### src/rtl/seven_seg_scan_driver_pkg.sv
// Shared constants and hex decode for the multiplexed 7-segment driver.
// Segment patterns are active-low {A,B,C,D,E,F,G}.
package seven_seg_scan_driver_pkg;

    localparam logic [6:0] SEG_OFF = 7'h7F;

    localparam logic [15:0][6:0] SEG_LUT = {
        7'b0111000,
        7'b0110000,
        7'b1000010,
        7'b0110001,
        7'b1100000,
        7'b0001000,
        7'b0000100,
        7'b0000000,
        7'b0001111,
        7'b0100000,
        7'b0100100,
        7'b1001100,
        7'b0000110,
        7'b0010010,
        7'b1001111,
        7'b0000001
    };

    function automatic logic [6:0] hex_to_seg(input logic [3:0] nib);
        return SEG_LUT[nib];
    endfunction

endpackage

### src/rtl/seven_seg_scan_timer.sv
// Slot prescaler and digit index for the scan driver.
// Flags the anti-ghost window and pulses once per frame.
module seven_seg_scan_timer
    import seven_seg_scan_driver_pkg::*;
#(
    parameter int NUM_DIGITS = 4,
    parameter int SCAN_DIV   = 50000,
    parameter int BLANK_CYC  = 16,
    parameter int IW         = 2
) (
    input  logic          clk,
    input  logic          rst_n,
    output logic [IW-1:0] idx_o,
    output logic          lit_win_o,
    output logic          wrap_o,
    output logic          frame_tick_o
);

    localparam int PW = $clog2(SCAN_DIV);
    localparam logic [PW-1:0] PRESC_LAST = PW'(SCAN_DIV - 1);
    localparam logic [PW-1:0] BLANK_END  = PW'(BLANK_CYC);
    localparam logic [IW-1:0] IDX_LAST   = IW'(NUM_DIGITS - 1);

    logic [PW-1:0] presc_q, presc_d;
    logic [IW-1:0] idx_q, idx_d;
    logic          tick_q;
    logic          slot_end;

    assign slot_end = (presc_q == PRESC_LAST);
    assign wrap_o   = slot_end && (idx_q == IDX_LAST);

    always_comb begin
        presc_d = slot_end ? '0 : presc_q + 1'b1;
        idx_d   = idx_q;
        if (slot_end) begin
            idx_d = (idx_q == IDX_LAST) ? '0 : idx_q + 1'b1;
        end
    end

    always_ff @(posedge clk or negedge rst_n) begin
        if (!rst_n) begin
            presc_q <= '0;
            idx_q   <= '0;
            tick_q  <= 1'b0;
        end else begin
            presc_q <= presc_d;
            idx_q   <= idx_d;
            tick_q  <= wrap_o;
        end
    end

    assign idx_o        = idx_q;
    assign lit_win_o    = (presc_q >= BLANK_END);
    assign frame_tick_o = tick_q;

endmodule

### src/rtl/seven_seg_scan_driver.sv
// Time-multiplexed common-anode 7-segment driver with shadow/active
// registers so a new word only takes effect at a frame boundary.
module seven_seg_scan_driver
    import seven_seg_scan_driver_pkg::*;
#(
    parameter int NUM_DIGITS = 4,
    parameter int SCAN_DIV   = 50000,
    parameter int BLANK_CYC  = 16
) (
    input  logic                    clk,
    input  logic                    rst_n,
    input  logic                    load,
    input  logic [4*NUM_DIGITS-1:0] value,
    input  logic [NUM_DIGITS-1:0]   blank_mask,
    input  logic [NUM_DIGITS-1:0]   dp_in,
    input  logic                    lz_suppress,
    output logic [6:0]              seg,
    output logic                    dp,
    output logic [NUM_DIGITS-1:0]   an,
    output logic                    pending,
    output logic                    frame_tick
);

    localparam int IW = (NUM_DIGITS > 1) ? $clog2(NUM_DIGITS) : 1;

    logic [IW-1:0]           idx;
    logic                    lit_win;
    logic                    wrap;

    logic [4*NUM_DIGITS-1:0] sh_val_q, act_val_q;
    logic [NUM_DIGITS-1:0]   sh_blank_q, act_blank_q;
    logic [NUM_DIGITS-1:0]   sh_dp_q, act_dp_q;
    logic                    pending_q;

    logic [6:0]              seg_q, seg_d;
    logic                    dp_q, dp_d;
    logic [NUM_DIGITS-1:0]   an_q, an_d;

    logic [NUM_DIGITS-1:0]   supp;
    logic                    zero_run;
    logic [3:0]              nib;
    logic                    lit;

    seven_seg_scan_timer #(
        .NUM_DIGITS(NUM_DIGITS),
        .SCAN_DIV  (SCAN_DIV),
        .BLANK_CYC (BLANK_CYC),
        .IW        (IW)
    ) u_timer (
        .clk         (clk),
        .rst_n       (rst_n),
        .idx_o       (idx),
        .lit_win_o   (lit_win),
        .wrap_o      (wrap),
        .frame_tick_o(frame_tick)
    );

    // A digit is a leading zero when it and everything above it is zero.
    always_comb begin
        zero_run = 1'b1;
        supp     = '0;
        for (int i = NUM_DIGITS - 1; i > 0; i--) begin
            zero_run = zero_run && (act_val_q[4*i +: 4] == 4'h0);
            supp[i]  = lz_suppress && zero_run;
        end
    end

    always_comb begin
        nib   = 4'(act_val_q >> {idx, 2'b00});
        lit   = lit_win && !act_blank_q[idx] && !supp[idx];
        an_d  = '1;
        seg_d = SEG_OFF;
        dp_d  = 1'b1;
        if (lit) begin
            an_d  = ~(NUM_DIGITS'(1) << idx);
            seg_d = hex_to_seg(nib);
            dp_d  = ~act_dp_q[idx];
        end
    end

    always_ff @(posedge clk or negedge rst_n) begin
        if (!rst_n) begin
            sh_val_q    <= '0;
            sh_blank_q  <= '0;
            sh_dp_q     <= '0;
            act_val_q   <= '0;
            act_blank_q <= '0;
            act_dp_q    <= '0;
            pending_q   <= 1'b0;
            seg_q       <= SEG_OFF;
            dp_q        <= 1'b1;
            an_q        <= '1;
        end else begin
            if (wrap && pending_q) begin
                act_val_q   <= sh_val_q;
                act_blank_q <= sh_blank_q;
                act_dp_q    <= sh_dp_q;
                pending_q   <= 1'b0;
            end
            // A load on the wrap edge lands in the shadow and stays pending.
            if (load) begin
                sh_val_q   <= value;
                sh_blank_q <= blank_mask;
                sh_dp_q    <= dp_in;
                pending_q  <= 1'b1;
            end
            seg_q <= seg_d;
            dp_q  <= dp_d;
            an_q  <= an_d;
        end
    end

    assign seg     = seg_q;
    assign dp      = dp_q;
    assign an      = an_q;
    assign pending = pending_q;

endmodule

### config.mk
export PLATFORM = sky130hd
export DESIGN_NAME = seven_seg_scan_driver
export DESIGN_NICKNAME = d
export VERILOG_FILES = /design/src/rtl/seven_seg_scan_driver_pkg.sv /design/src/rtl/seven_seg_scan_timer.sv /design/src/rtl/seven_seg_scan_driver.sv
export SDC_FILE = /design/constraint.sdc
export NUM_CORES = 1
export LEC_CHECK = 0
export ABC_AREA = 0
export BUFFER_PORTS_ARGS = -buffer_cell sky130_fd_sc_hd__buf_2
export CAP_MARGIN = 20
export CORE_UTILIZATION = 25
export CTS_BUF_LIST = sky130_fd_sc_hd__clkbuf_8
export DETAILED_ROUTE_END_ITERATION = 16
export HOLD_SLACK_MARGIN = 0.08
export PLACE_DENSITY_LB_ADDON = 0.1
export SLEW_MARGIN = 5
export SYNTH_ARGS = -nofsm -noshare
export SYNTH_HDL_FRONTEND = slang
export SYNTH_SLANG_ARGS = --single-unit
### constraint.sdc
create_clock -name clk -period 5.7 [get_ports clk]
set_clock_uncertainty 0.05 [all_clocks]
set_input_delay 0.57 -clock clk [delete_from_list [all_inputs] [get_ports clk]]
set_output_delay 0.57 -clock clk [all_outputs]
set_load 0.01 [all_outputs]
==> implementation parameters <==
Parameter                              Value

Synthesis
  Per-instance average area after synthesis    13.50 µm²
  Multiplexer area fraction after synthesis    21.74%
  Synthesis Warnings    0
  Post-Syn Area    3632 µm²
  Post-synthesis net count    309
  Gate Count Post-Synth    269
  Seq cells post-synth    80
  Post-synth top flop    sky130_fd_sc_hd__dfrtp_1
  Count of different cell masters after synthesis    37
  Adder and majority gate portion of the synthesized area    4.134%
  Post-synth EDFFs    0
  Post-synthesis share of cell area spent on xor and xnor gates    3.135%
  Area fraction in compound gates after synthesis    2.618%
  Async set-or-reset flop fraction in the synthesized netlist    100.0%
  Combinational family with the most area after synthesis    multiplexers
  Sequential element share of the synthesized area    55.53%
  Area share of and/or/nand/nor cells after synthesis    10.13%

Layout
  Final antenna diode count    0
  Top library cells by usage in the layout, fill and taps aside    sky130_fd_sc_hd__dfrtp_1, sky130_fd_sc_hd__buf_2, sky130_fd_sc_hd__mux2_2
  Most frequent standard cell in the layout excluding fill and tap cells    sky130_fd_sc_hd__dfrtp_1
  Number of nets in the finished design    351
  Layout overhead on the synthesized area    16.47%
  Layout cells sized above 1    40.19%
  Final core utilization    30.13%
  Non-Filler Instances    496
  Layout filler cell count    1451

Clock tree
  Total CTS buffers    9
  Hold_buf cts    0
  TritonCTS clock tree    yes
  Maximum number of buffers from clock root to sink    2
  Gates resized, CTS repair    0
  Number of H-tree levels    3
  Number of clock sinks    80
  Worst skew pair latency    360 ps
  Setup Fix Bufs, Post-CTS    0
  Clock Tree Root    sky130_fd_sc_hd__clkbuf_8
  Clock transition at the registers of the reported paths    80 ps

Power and ir drop
  Maximum vdd ir drop    105.3 µV
  Reported leakage power    1.996 nW
  Total power divided by cell area    247.0 nW/µm²

Run status
  Status    finished, final reports clean

Global route
  Total grt overflow    0
  First-pass GRT wire length    11.70 mm
  Total routing usage reported by global routing    10.70%
  Initial antenna violation count    0
  Pin count of the biggest net entering global routing    81
  Via count of the first global-routing pass    2181

Die
  Core area    14040 µm²
  I/O pin total    42
  Effective utilization at floorplan    25.87%
  Row cnt    43
  Die footprint    15010 µm²
  Horiz. Die Dim    122.5 µm
  Die H    122.5 µm

Routing
  Initial DRT Pass Iterations    4
  Number of nets with antenna violations after routing    0
  Residual DRC count    0
  Final routed wire length divided by cell count    14.14 µm
  Vias post-DR    2093
  Ratio of routed vias to standard cells    4.220
  Iter 0 DRT Violations    85
  Total Routed Length    7.014 mm

STA
  Actual slew at the worst max-slew pin    804.2 ps
  Number of max-slew violations in the final report    0
  Hold WS    85.74 ps
  Headroom to the max-slew limit    45.99%
  # setup viols final    0
  Setup repair after global routing missed its margin    no
  Final number of hold-violating endpoints    0
  Summed negative setup slack over all endpoints    0 ps
  Min Clock Period, post-route    2763 ps
  Fraction of the cycle the final worst path needs    48.48%
  Peak clock frequency supported by timing    361.9 MHz
  Fin worst setup slack    2937 ps

Place
  Setup slack at placement    2899 ps
  Placed wire-length estimate    4.829 mm
  Final weighted congestion of routability-driven global placement    0.6983
  Cells after DPL    479
  Count of buffers inserted at the top-level ports    41

Critical path
  Crit path launch type    flop
  Logic depth of the worst register-to-register path    5
  Required time at the endpoint of the critical path    5890 ps
  Crit path max fanout    24
  Category of the critical setup timing path    flop to flop
  Worst Setup End Kind    flop
  Arrival time at the worst endpoint    2950 ps

Flow run
  Max-Cap Viols    0

Hold path
  Hold WC Path Type    primary input to async pin
[per-stage QoR]
step	instance area, µm²	total power [mW]
2_1_floorplan	3632	0.6227
3_3_place_gp	4008	0.6498
3_5_place_dp	4008	0.6503
4_1_cts	4203	1.070
5_1_grt	4230	1.100
6_report	4230	1.045
[registers in the layout (all words and copies together) (netlist names)]
name	cells
pending	1
act_dp_q	4
sh_blank_q	4
act_blank_q	4
dp	1
sh_val_q	16
u_timer.presc_q	16
sh_dp_q	4
an	4
u_timer.idx_o	2
u_timer.frame_tick_o	1
seg	7
act_val_q	16
[report_power, final]
group	switching (mW)	internal [mW]
logic	0.0203	0.0242
registers	0.00947	0.585
clock network	0.203	0.204
[cell usage after synthesis, types with 4 or more instances]
cell / n / share of area [%]
sky130_fd_sc_hd__nor2_1: 11 / 1.1
sky130_fd_sc_hd__nand4_1: 4 / 0.69
sky130_fd_sc_hd__mux2_2: 29 / 9.0
sky130_fd_sc_hd__xor2_1: 6 / 1.4
sky130_fd_sc_hd__mux2_4: 20 / 8.3
sky130_fd_sc_hd__nor3_1: 5 / 0.69
sky130_fd_sc_hd__nand3_1: 10 / 1.4
sky130_fd_sc_hd__dfrtp_1: 68 / 47
sky130_fd_sc_hd__mux2i_1: 5 / 1.4
sky130_fd_sc_hd__buf_2: 4 / 0.55
sky130_fd_sc_hd__mux4_2: 5 / 3.1
sky130_fd_sc_hd__inv_1: 9 / 0.93
sky130_fd_sc_hd__ha_1: 12 / 4.1
sky130_fd_sc_hd__and3_1: 4 / 0.69
sky130_fd_sc_hd__dfstp_2: 12 / 8.7
sky130_fd_sc_hd__o21ai_0: 6 / 0.83
sky130_fd_sc_hd__xnor2_1: 7 / 1.7
sky130_fd_sc_hd__clkbuf_1: 4 / 0.41
sky130_fd_sc_hd__nor4_1: 5 / 0.86
sky130_fd_sc_hd__nand2_1: 19 / 2.0
[path summary, 6_finish.rpt]
path | start | to | slack [ps]
worst min register to register | u_timer.presc_q[12]$_DFF_PN0_ | u_timer.presc_q[12]$_DFF_PN0_ | 450
worst min-delay path | rst_n | u_timer.presc_q[5]$_DFF_PN0_ | 90
worst max register to register | u_timer.presc_q[0]$_DFF_PN0_ | act_val_q[12]$_DFFE_PN0P_ | 2940
worst max-delay path | u_timer.presc_q[0]$_DFF_PN0_ | act_val_q[12]$_DFFE_PN0P_ | 2940
min in group clk | value[8] | sh_val_q[8]$_DFFE_PN0P_ | 380
max in group asynchronous | rst_n | dp$_DFF_PN1_ | 4890
[layout make-up]
class / instances / area, µm² / share of cell area [%]
Clock buffer: 13 / 178.9 / 4.230
Clock inverter: 3 / 16.27 / 0.3845
Inverter: 9 / 33.78 / 0.7986
Multi-Input combinational cell: 168 / 1516 / 35.85
Sequential cell: 80 / 2017 / 47.68
Tap cell: 180 / 225.2 / 5.324
Timing Repair Buffer: 43 / 242.7 / 5.738
[routing by layer]
layer,GRT usage (%),wire length (µm),up-vias
li1,-,-,1028
met1,14.32,3559,1018
met2,15.27,2986,35
met3,2.835,280,12
met4,6.631,188,0
met5,0,0,-
[critical path, stage by stage, from the launching register on]
cell and delay [ps]:
sky130_fd_sc_hd__dfrtp_1 410, sky130_fd_sc_hd__ha_1 230, sky130_fd_sc_hd__nand3_1 190, sky130_fd_sc_hd__nor4_4 780, sky130_fd_sc_hd__nand3_4 500, sky130_fd_sc_hd__mux2_4 450
[cells by family after synthesis]
logic type,after synthesis
AO/OA/AOI/OAI,15
XOR/XNOR,13
adder cells (fa/ha/maj),12
buffers and inverters,21
flip-flops,80
multiplexers,59
AND/OR/NAND/NOR,69
Note: power is estimated with default switching activity, not from simulation.
